[src/rtl/decoder_4_16_strobe_pkg.sv]
// rtl/decoder_4_16_strobe_pkg.sv - shared types and constants for the strobe decoder
package decoder_pkg;

    localparam int CODE_W  = 5;
    localparam int OUT_W   = 16;
    localparam int ERR_BIT = 4;
    localparam int IDX_W   = 4;

    typedef enum logic [1:0] {
        IDLE = 2'd0,
        HOLD = 2'd1,
        GAP  = 2'd2
    } state_t;

    function automatic logic [OUT_W-1:0] line_onehot(input logic [IDX_W-1:0] idx);
        return OUT_W'(1) << idx;
    endfunction

endpackage

[src/rtl/decoder_4_16_strobe_dwell_counter.sv]
// rtl/decoder_4_16_strobe_dwell_counter.sv - loadable down-counter with zero flag
module dwell_counter #(
    parameter int W = 3
) (
    input  logic         clk,
    input  logic         rst,
    input  logic         clear,
    input  logic         load,
    input  logic [W-1:0] load_val,
    input  logic         dec,
    output logic         zero
);

    logic [W-1:0] cnt_q;
    logic [W-1:0] cnt_d;

    // Clear wins over load so an abort can never leave a stale count behind
    always_comb begin
        cnt_d = cnt_q;
        if (clear) begin
            cnt_d = '0;
        end else if (load) begin
            cnt_d = load_val;
        end else if (dec && (cnt_q != '0)) begin
            cnt_d = cnt_q - W'(1);
        end
    end

    always_ff @(posedge clk or posedge rst) begin
        if (rst) begin
            cnt_q <= '0;
        end else begin
            cnt_q <= cnt_d;
        end
    end

    assign zero = (cnt_q == '0);

endmodule

[src/rtl/decoder_4_16_strobe.sv]
// rtl/decoder_4_16_strobe.sv - registered 4-to-16 decoder with handshake and timed one-hot strobe
module decoder_4_16_strobe
    import decoder_pkg::*;
#(
    parameter int HOLD_CYCLES = 4,
    parameter int GAP_CYCLES  = 1
) (
    input  logic              clk,
    input  logic              rst,
    input  logic              enable,
    input  logic              in_valid,
    input  logic [CODE_W-1:0] in,
    output logic              in_ready,
    output logic [OUT_W-1:0]  out,
    output logic              busy,
    output logic              err
);

    localparam int MAX_HG  = (HOLD_CYCLES > GAP_CYCLES) ? HOLD_CYCLES : GAP_CYCLES;
    localparam int CNT_MAX = (MAX_HG > 1) ? MAX_HG : 1;
    localparam int CNT_W   = $clog2(CNT_MAX + 1);

    localparam logic [CNT_W-1:0] HOLD_LOAD = CNT_W'(HOLD_CYCLES - 1);
    localparam logic [CNT_W-1:0] GAP_LOAD  = CNT_W'((GAP_CYCLES > 0) ? (GAP_CYCLES - 1) : 0);

    state_t            state_q, state_d;
    logic [OUT_W-1:0]  out_q, out_d;
    logic              err_q, err_d;
    logic              cnt_clear, cnt_load, cnt_dec, cnt_zero;
    logic [CNT_W-1:0]  cnt_load_val;
    logic              accept;

    assign in_ready = enable && (state_q == IDLE);
    assign busy     = (state_q != IDLE);
    assign accept   = in_valid && in_ready;

    dwell_counter #(
        .W(CNT_W)
    ) u_dwell (
        .clk      (clk),
        .rst      (rst),
        .clear    (cnt_clear),
        .load     (cnt_load),
        .load_val (cnt_load_val),
        .dec      (cnt_dec),
        .zero     (cnt_zero)
    );

    always_comb begin
        state_d      = state_q;
        out_d        = out_q;
        err_d        = 1'b0;
        cnt_clear    = 1'b0;
        cnt_load     = 1'b0;
        cnt_dec      = 1'b0;
        cnt_load_val = HOLD_LOAD;
        case (state_q)
            IDLE: begin
                if (accept) begin
                    if (in[ERR_BIT]) begin
                        err_d = 1'b1;
                    end else begin
                        out_d        = line_onehot(in[IDX_W-1:0]);
                        cnt_load     = 1'b1;
                        cnt_load_val = HOLD_LOAD;
                        state_d      = HOLD;
                    end
                end
            end
            HOLD: begin
                // Abort outranks expiry so a disabled block always lands idle
                if (!enable) begin
                    out_d     = '0;
                    cnt_clear = 1'b1;
                    state_d   = IDLE;
                end else if (!cnt_zero) begin
                    cnt_dec = 1'b1;
                end else begin
                    out_d = '0;
                    if (GAP_CYCLES == 0) begin
                        state_d = IDLE;
                    end else begin
                        cnt_load     = 1'b1;
                        cnt_load_val = GAP_LOAD;
                        state_d      = GAP;
                    end
                end
            end
            GAP: begin
                if (!enable) begin
                    out_d     = '0;
                    cnt_clear = 1'b1;
                    state_d   = IDLE;
                end else if (!cnt_zero) begin
                    cnt_dec = 1'b1;
                end else begin
                    state_d = IDLE;
                end
            end
            default: begin
                out_d     = '0;
                cnt_clear = 1'b1;
                state_d   = IDLE;
            end
        endcase
    end

    always_ff @(posedge clk or posedge rst) begin
        if (rst) begin
            state_q <= IDLE;
            out_q   <= '0;
            err_q   <= 1'b0;
        end else begin
            state_q <= state_d;
            out_q   <= out_d;
            err_q   <= err_d;
        end
    end

    assign out = out_q;
    assign err = err_q;

endmodule

[config.mk]
export PLATFORM = sky130hd
export DESIGN_NAME = decoder_4_16_strobe
export DESIGN_NICKNAME = d
export VERILOG_FILES = /design/src/rtl/decoder_4_16_strobe_pkg.sv /design/src/rtl/decoder_4_16_strobe_dwell_counter.sv /design/src/rtl/decoder_4_16_strobe.sv
export SDC_FILE = /design/constraint.sdc
export NUM_CORES = 1
export LEC_CHECK = 0
export CORE_ASPECT_RATIO = 0.6
export CORE_UTILIZATION = 44
export DETAILED_ROUTE_END_ITERATION = 10
export PLACE_DENSITY = 0.74
export SETUP_SLACK_MARGIN = 0.4
export SKIP_CTS_REPAIR_TIMING = 1
export SLEW_MARGIN = 20
export SYNTH_ARGS = -nofsm -noshare
export SYNTH_HDL_FRONTEND = slang
export SYNTH_SLANG_ARGS = --single-unit
[constraint.sdc]
create_clock -name clk -period 1.9 [get_ports clk]
set_input_delay 0.285 -clock clk [delete_from_list [all_inputs] [get_ports clk]]
set_output_delay 0.285 -clock clk [all_outputs]
set_load 0.005 [all_outputs]
-- Yosys cells after proc, flatten, opt, wreduce, memory -nomap -nowiden
Index checks and enable logic that the tools add are counted.
- logic and storage cells: 56
- input bits: 9
- register bits: 22
- $add $sub $neg: 1
- shift-type cells: 1
- muxes and demuxes: 32
- eq/ne operators: 7
- reduce and logical (&&, ||, !) cells: 11
- operators by type and width (kind ; count):
    16-bit 2-to-1 mux ; 5
    16-bit one-hot mux with 3 select lines ; 1
    2-bit 2-to-1 mux ; 9
    1-bit by 4-bit << shifter with 16-bit output (first input constant) ; 1
    1-bit 2-to-1 mux ; 11
    3-bit 2-to-1 mux ; 3
    4-bit AND reduction ; 2
    2-bit != test (second input constant) ; 3
    3-bit != test (second input constant) ; 2
    2-bit one-hot mux with 3 select lines ; 1
    3-bit nonzero test ; 2
    1-bit one-hot mux with 2 select lines ; 2
    1-bit logical AND ; 3
    3-bit logical NOT ; 1
    3-bit by 1-bit subtractor with 3-bit output (second input constant) ; 1
    2-bit by 1-bit equality test with 1-bit output (second input constant) ; 1
    2-bit equality test (second input constant) ; 1
    2-bit logical NOT ; 1
    2-bit nonzero test ; 1
    2-bit OR reduction ; 1

-- Longest topological paths before layout
Gate-level depths: netlist of run 1.
- word-level depth: 8
- mapped depth: 8

-- Cells and area by module
A second synthesis of run 1 with hierarchy kept.
- cell total of the unflattened synthesis: 108
- area total of the unflattened synthesis: 1191.1 µm²
- modules (own cells, without submodules) (module ; cells each ; area each (µm²) ; seq. area each (µm²) ; instances):
    decoder_4_16_strobe ; 86 ; 989.7 ; 475.5 ; 1
    dwell_counter ; 22 ; 201.4 ; 75.1 ; 1

-- Worst setup path after synthesis of run 1
OpenSTA, ideal clock, no wires.
- path type: flip-flop to flip-flop
- start: register u_dwell.cnt_q[0]
- end: register out_q[10], in the netlist out[10]
- buffers on the path: 1
- arrival: 1.651 ns
- data required time: 1.775 ns
- period minus slack after synthesis: 1.776 ns
- path slack: 0.124 ns
- cell stages (with the launch flop): 9
- library setup time: 0.125 ns
- path through: dfrtp_1 > inv_1 > ha_1 > ha_1 > inv_2 > a21oi_4 > o21ai_4 > buf_12 > mux2_4
- cells in the longest elaborated chain, start to end: 3
- ends and longest elaborated chain (item ; line ; RTL):
    start: declaration ; decoder_4_16_strobe_dwell_counter.sv:14 ; logic [W-1:0] cnt_q;
    start signal: assignment ; decoder_4_16_strobe_dwell_counter.sv:33 ; cnt_q <= cnt_d;
    3-bit logical NOT ; decoder_4_16_strobe_dwell_counter.sv:37 ; assign zero = (cnt_q == '0);
    3-bit != test (no line) ; -- ;
    4-bit AND reduction (no line) ; -- ;
    end signal: assignment ; decoder_4_16_strobe.sv:115 ; out_q <= out_d;
    end: declaration ; decoder_4_16_strobe.sv:27 ; logic [OUT_W-1:0] out_q, out_d;
No other way between the ends.
A chain may end at the register's enable or synchronous reset.

-- Worst setup path after layout of run 1
- start: register u_dwell.cnt_q[1]
- end: register out_q[2], in the netlist out[2]
The elaborated chain is that of the path after synthesis.

==> impl_results.md, run 1 <==
* Slew HR at 0.814
* Post-synth top area share at 0.440
* Final GP Congestion at ~0.8
* MaxCap Viol Count at 0
* CTS tree: built
* Post-synth cell types at 35
* Reg power frac at 0.260
* Startpoint Class: flip-flop
* Reg clk slew, reported paths at around 0.08 ns
* Clk network pwr share at 0.146
* Met2 Wirelength at 1220 um
* Antenna violations before repair at 0
* Status: complete, no violations
* Layout Skew at about 0.011 ns
* Final instance area at 1740 sq um
* Largest delay share family, worst path: flip-flops
* Post-synthesis xor/xnor area fraction at 0
* Ant. Diodes at 0
* Initial DRC count at 34
* Share of layout cells above drive strength 1 at 0.333
* Worst path max stage delay at around 0.36 ns
* CTS sink cnt at 22
* RSZ-0062 raised after global routing: true
* Starting Density at 0.483
* Cells after DPL at roughly 170
* Static Leak at 0.837 nW
* Setup ws final at between 0.2 and 0.25 ns
* Top cells by area, synth: dfrtp_1 (44%), mux2_4 (12%), ha_1 (6.0%)
* Synth area leader: dfrtp_1
* Vias/cell at 5.14
* Slowest cell on the critical path: dfrtp_1
* Adder-Cell Fraction of Synth Area at 0.0600
* Post-Syn Instances at approximately 110
* Endpoints failing setup at 0
* Part of the cycle the worst path needs at 0.869
* Cts bufs inserted at 3
* Dpl ws at -0.0381 ns
* IO Count at 28
* Worst hold path class: primary input to async pin
* Compound-Gate Fraction of Synth Area at 0.109
* DR pass1 iterations at 6
* DR vias at 935
* Worst EP arrival at 1.80 ns
* Avg Inst Size Synth at 11.5 sq um
* Layout area overhead at 38.7%
* Syn Std Cell Area at 1250 sq um
* I/O Buffers at 27
* DR WL met3 at between 100 and 150 um
* Cell Int Power at 1.45 mW
* Finished Layout Cells at approximately 180
* Clock root cell: clkbuf_8
* PwrDens at ~1300 nW/um^2
* #FFs+latches synth at 22
* Hold Vio Cnt, Final at 0
* CP Capture Type: flip-flop
* Worst path cell trace: inv_1, ha_2, ha_4, inv_4, a21oi_4, o21ai_4, buf_12, mux2_2
* Multiplexer share of the synthesized area at 0.174
* H-tree depth at 1
* Combinational fraction of design power at 0.594
* Sw frac at 0.367
* Most frequent cells in the layout: clkdlybuf4s50_1 (25), dfrtp_1 (22), nor2_1 (14), mux2_4 (10), buf_4 (10)
* Total wire length at 2720 um
* Minimum hold slack at about 0.35 ns
* WL met1 at roughly 1300 um
* Tmin final at 1.65 ns
* Crit path kind: flip-flop to flip-flop
* DRC at 0
* Seq/Total Area, Yosys at 0.440
* Placed Instance Area at around 1600 sq um
* Buffers & Inverters on Critical Path at 3
* Largest net degree at the start of global routing at 23
* Required time worst endpoint at ~2.1 ns
* Global route overflow at 0
* DRT antenna net count at 0
* Total of warnings raised by yosys at 0
* Die area at 3070 sq um
* Std cell rows at 14
* Main combinational cell family by area after synthesis: multiplexers
* Clock insertion delay at the later pin of the skew report at ~0.27 ns
* Uppermost layer routed: met4
* Max Clk Rate at around 0.61 GHz
* Max Buffers Root-to-Sink at 2
* GR Util All Layers at 0.181
* Ys async rst share at 1.00
* First-pass GRT wire length at ~4000 um
* Final net count at 166
* Core Box Area at 2590 sq um
* Tightest Pin Transition at between 0.2 and 0.3 ns
* Simple-Gate Fraction of Synth Area at 0.165
* Sw Pwr at around 0.84 mW
* Top_reg_cell synth: dfrtp_1
* Wire per inst at roughly 15 um
* Count of flip-flops with a built-in enable after synthesis at 0
* Synthesized net count at around 120
* Final Max Slew Viols at 0
* Setup TNS at 0 ns
* Die height at roughly 43 um
* Max Fanout on Critical Path at 10
* Maximum vdd drop at ~660 uV
* Commonest non-fill, non-tap cell in the layout: clkdlybuf4s50_1
* Final HPWL DP at 2060 um
* Vias in the first global route at 846
* Die span in x at 70.8 um
## layout make-up
type                            count  area (sq um)
Fill cell                         188           857
Multi-Input combinational cell     76           672
Sequential cell                    22           551
Timing Repair Buffer               39           382
Clock buffer                        4          55.1
Tap cell                           32          40.0
Inverter                            9          36.3
## registers in the layout, summed over array words and instances (netlist names)
name,flops
out,16
err,1
state_q,2
u_dwell.cnt_q,3
## synth_stat cells, types with 2 or more instances
cell type   n
inv_1       7
nand2_1     6
mux2_4     10
a32oi_1     2
a21oi_1     4
a21o_1      2
mux2_2      6
ha_1        6
dfrtp_1    22
nor3_1      3
inv_2       2
nand3b_1    3
nor2_1     14
## worst min-delay path: stages
cell and delay (ns):
clkdlybuf4s50_1 0.40, inv_1 0.05, buf_4 0.27
## through the flow
| step | total power [mW] | utilization |
|---|---|---|
| after floorplan | 1.45 | - |
| after global placement | 1.76 | 0.617 |
| after detailed placement | 1.79 | 0.617 |
| after CTS | 2.13 | 0.639 |
| after global routing | 2.43 | 0.669 |
| final | 2.30 | 0.669 |
## logic make-up (layout without fill, tap and decap cells)
kind of cell,Yosys count,in the layout
muxes,16,16
and+or+nand+nor,37,37
buffers and inverters,11,52
adders and majority gates,6,6
AOI/OAI and AO/OA,17,17
DFF,22,22
## power groups by stage
stage	clock network, mW	logic, mW	registers [mW]
after global placement	0	1.16	0.601
after detailed placement	0	1.19	0.605
after global routing	0.375	1.45	0.605
after floorplan	0	0.844	0.601
final	0.336	1.37	0.597
after CTS	0.347	1.19	0.596
## path summary, 6_finish.rpt
kind | depth (start not counted) | slack (ns) | end | start
setup / recovery | 8 | 0.25 | out[2] | u_dwell.cnt_q[1]
setup reg to reg | 8 | 0.25 | out[2] | u_dwell.cnt_q[1]
hold reg to reg | 1 | 0.51 | out[15] | out[15]
min in group clk | 1 | 0.51 | out[15] | out[15]
hold / removal | 3 | 0.35 | out[7] | rst
max in group asynchronous | 3 | 1.32 | err | rst
## per-layer routing
| layer | track usage | up-vias |
|---|---|---|
| li1 | - | 460 |
| met5 | 0 | - |
| met3 | 0.0665 | 5 |
| met2 | 0.256 | 28 |
| met1 | 0.258 | 442 |
| met4 | 0.0600 | 0 |
No activity file was read; power rests on OpenSTA's default activity.
==> run 2: changes to the inputs <==
CORE_ASPECT_RATIO = 0.9   (was 0.6)
==> impl_results.md, run 2 (synthesized netlist as in run 1, its figures left out) <==
* Ant. Diodes at 0 (unchanged)
* DRT antenna net count at 0 (unchanged)
* Core Box Area at 2570 sq um (was 2590 sq um)
* CTS sink cnt at 22 (unchanged)
* CP Capture Type: flip-flop (unchanged)
* Final-layout fill cell count at 182 (was 188)
* Cts bufs inserted at 3 (unchanged)
* Finished Layout Cells at 201 (was 182)
* Max Buffers Root-to-Sink at 2 (unchanged)
* I/O Buffers at 27 (unchanged)
* Layout Skew at 0.0108 ns (was 0.0115 ns)
* Vias/cell at 4.98 (was 5.14)
* RSZ-0062 raised after global routing: true (unchanged)
* Clock root cell: clkbuf_4 (was clkbuf_8)
* Starting Density at 0.486 (was 0.483)
* Vias in the first global route at 953 (was 846)
* Final net count at 179 (was 166)
* Total wire length at 2990 um (was 2720 um)
* Final GP Congestion at 0.832 (was 0.798)
* IO Count at 28 (unchanged)
* Startpoint Class: flip-flop (unchanged)
* Sw Pwr at 0.906 mW (was 0.844 mW)
* Max Clk Rate at 0.573 GHz (was 0.606 GHz)
* Cell Int Power at 1.50 mW (was 1.45 mW)
* Cells after DPL at 177 (was 173)
* Combinational fraction of design power at 0.642 (was 0.594)
* Required time worst endpoint at 2.10 ns (was 2.05 ns)
* Die area at 3060 sq um (was 3070 sq um)
* Sw frac at 0.377 (was 0.367)
* Placed Instance Area at 1610 sq um (was 1600 sq um)
* Tightest Pin Transition at 0.291 ns (was 0.278 ns)
* Antenna violations before repair at 0 (unchanged)
* MaxCap Viol Count at 0 (unchanged)
* Final Max Slew Viols at 0 (unchanged)
* Reg power frac at 0.247 (was 0.260)
* Crit path kind: flip-flop to flip-flop (unchanged)
* Most frequent cells in the layout: dfrtp_1 (22), buf_4 (22), mux2_4 (16), dlymetal6s2s_1 (16), nor2_1 (13) (was clkdlybuf4s50_1 (25), dfrtp_1 (22), nor2_1 (14), mux2_4 (10), buf_4 (10))
* Setup TNS at 0 ns (unchanged)
* Hold Vio Cnt, Final at 0 (unchanged)
* Minimum hold slack at 0.299 ns (was 0.346 ns)
* Power Total at 2.41 mW (was 2.30 mW)
* DR vias at 1000 (was 935)
* DR pass1 iterations at 4 (was 6)
* Clk network pwr share at 0.111 (was 0.146)
* Std cell rows at 17 (was 14)
* Slew HR at 0.806 (was 0.814)
* Wire per inst at 14.9 um (was 15.0 um)
* Final instance area at 1900 sq um (was 1740 sq um)
* Maximum vdd drop at 718 uV (was 662 uV)
* Max FFs per register at 16 (unchanged)
* Max Fanout on Critical Path at 8 (was 10)
* Part of the cycle the worst path needs at 0.918 (was 0.869)
* H-tree depth at 1 (unchanged)
* First-pass GRT wire length at 4240 um (was 4010 um)
* Initial DRC count at 15 (was 34)
* CTS tree: built (unchanged)
* DRC at 0 (unchanged)
* Tmin final at 1.74 ns (was 1.65 ns)
* Worst EP arrival at 1.95 ns (was 1.80 ns)
* PwrDens at 1270 nW/um^2 (was 1320 nW/um^2)
* Largest net degree at the start of global routing at 23 (unchanged)
* Clock insertion delay at the later pin of the skew report at 0.31 ns (was 0.27 ns)
* Worst hold path class: primary input to async pin (unchanged)
* Share of layout cells above drive strength 1 at 0.393 (was 0.333)
* Die height at 52.6 um (was 43.3 um)
* Static Leak at 1.17 nW (was 0.837 nW)
* Die span in x at 58.2 um (was 70.8 um)
* Endpoints failing setup at 0 (unchanged)
* Reg clk slew, reported paths at 0.13 ns (was 0.08 ns)
* Layout area overhead at 51.5% (was 38.7%)
* Final HPWL DP at 1880 um (was 2060 um)
* Global route overflow at 0 (unchanged)
* GR Util All Layers at 0.186 (was 0.181)
* Status: complete, no violations (unchanged)
[run 2: cell count changes in the layout (fill, tap and decap cells not counted), moves of 3 or more]
| cell | change |
|---|---|
| buf_4 | +12 |
| clkdlybuf4s50_1 | -14 |
| clkbuf_8 | -3 |
| mux2_4 | +6 |
| mux2_2 | -6 |
| clkbuf_4 | +3 |
| dlymetal6s2s_1 | +14 |
[run 2: cell type report]
type / instances / area (sq um) / area share
well taps: 38 / 47.5 / 0.0251
multi-input cells: 76 / 693 / 0.366
inverters: 9 / 36.3 / 0.0191
clock buffers: 4 / 36.3 / 0.0191
repair buffers: 52 / 532 / 0.281
flip-flops and latches: 22 / 551 / 0.290
[run 2: final timing paths]
path,start,end,slack (ns),depth (start not counted)
max,u_dwell.cnt_q[0],out[5],0.16,8
min,rst,out[13],0.30,3
max reg2reg,u_dwell.cnt_q[0],out[5],0.16,8
min reg2reg,out[12],out[12],0.52,1
max in group asynchronous,rst,out[8],1.37,3
min in group clk,out[12],out[12],0.52,1
[run 2: through the flow]
step,setup WS (ns),utilization
after global placement,0.0977,0.624
after floorplan,0.206,-
after CTS,-0.159,0.638
after global routing,0.128,0.737
final,0.156,0.737
after detailed placement,0.0601,0.624
[run 2: metal layers]
layer  global-route usage  share of wire
met1                0.254           0.48
met2                0.301           0.48
met3               0.0321          0.028
met4               0.0556          0.013
met5                    0              0
[run 2: worst max-delay path, cell delays in order, from the launching register on]
cell and delay (ns):
dfrtp_1 0.38, inv_1 0.05, ha_2 0.19, ha_4 0.18, inv_4 0.07, a21oi_4 0.05, o21ai_4 0.20, clkbuf_16 0.20
mux2_4 0.30
[run 2: power groups by stage]
stage	clock network [mW]	registers [mW]	logic, mW
finish	0.268	0.594	1.54
global route	0.298	0.600	1.64
CTS	0.271	0.598	1.16
detailed placement	0	0.606	1.16
global placement	0	0.603	1.13
floorplan	0	0.601	0.844
==> run 3: changes to the inputs <==
CAP_MARGIN = 20   (was unset)
==> results of run 3 <==
Final layout, timing and power as in run 2 (identical DEF).
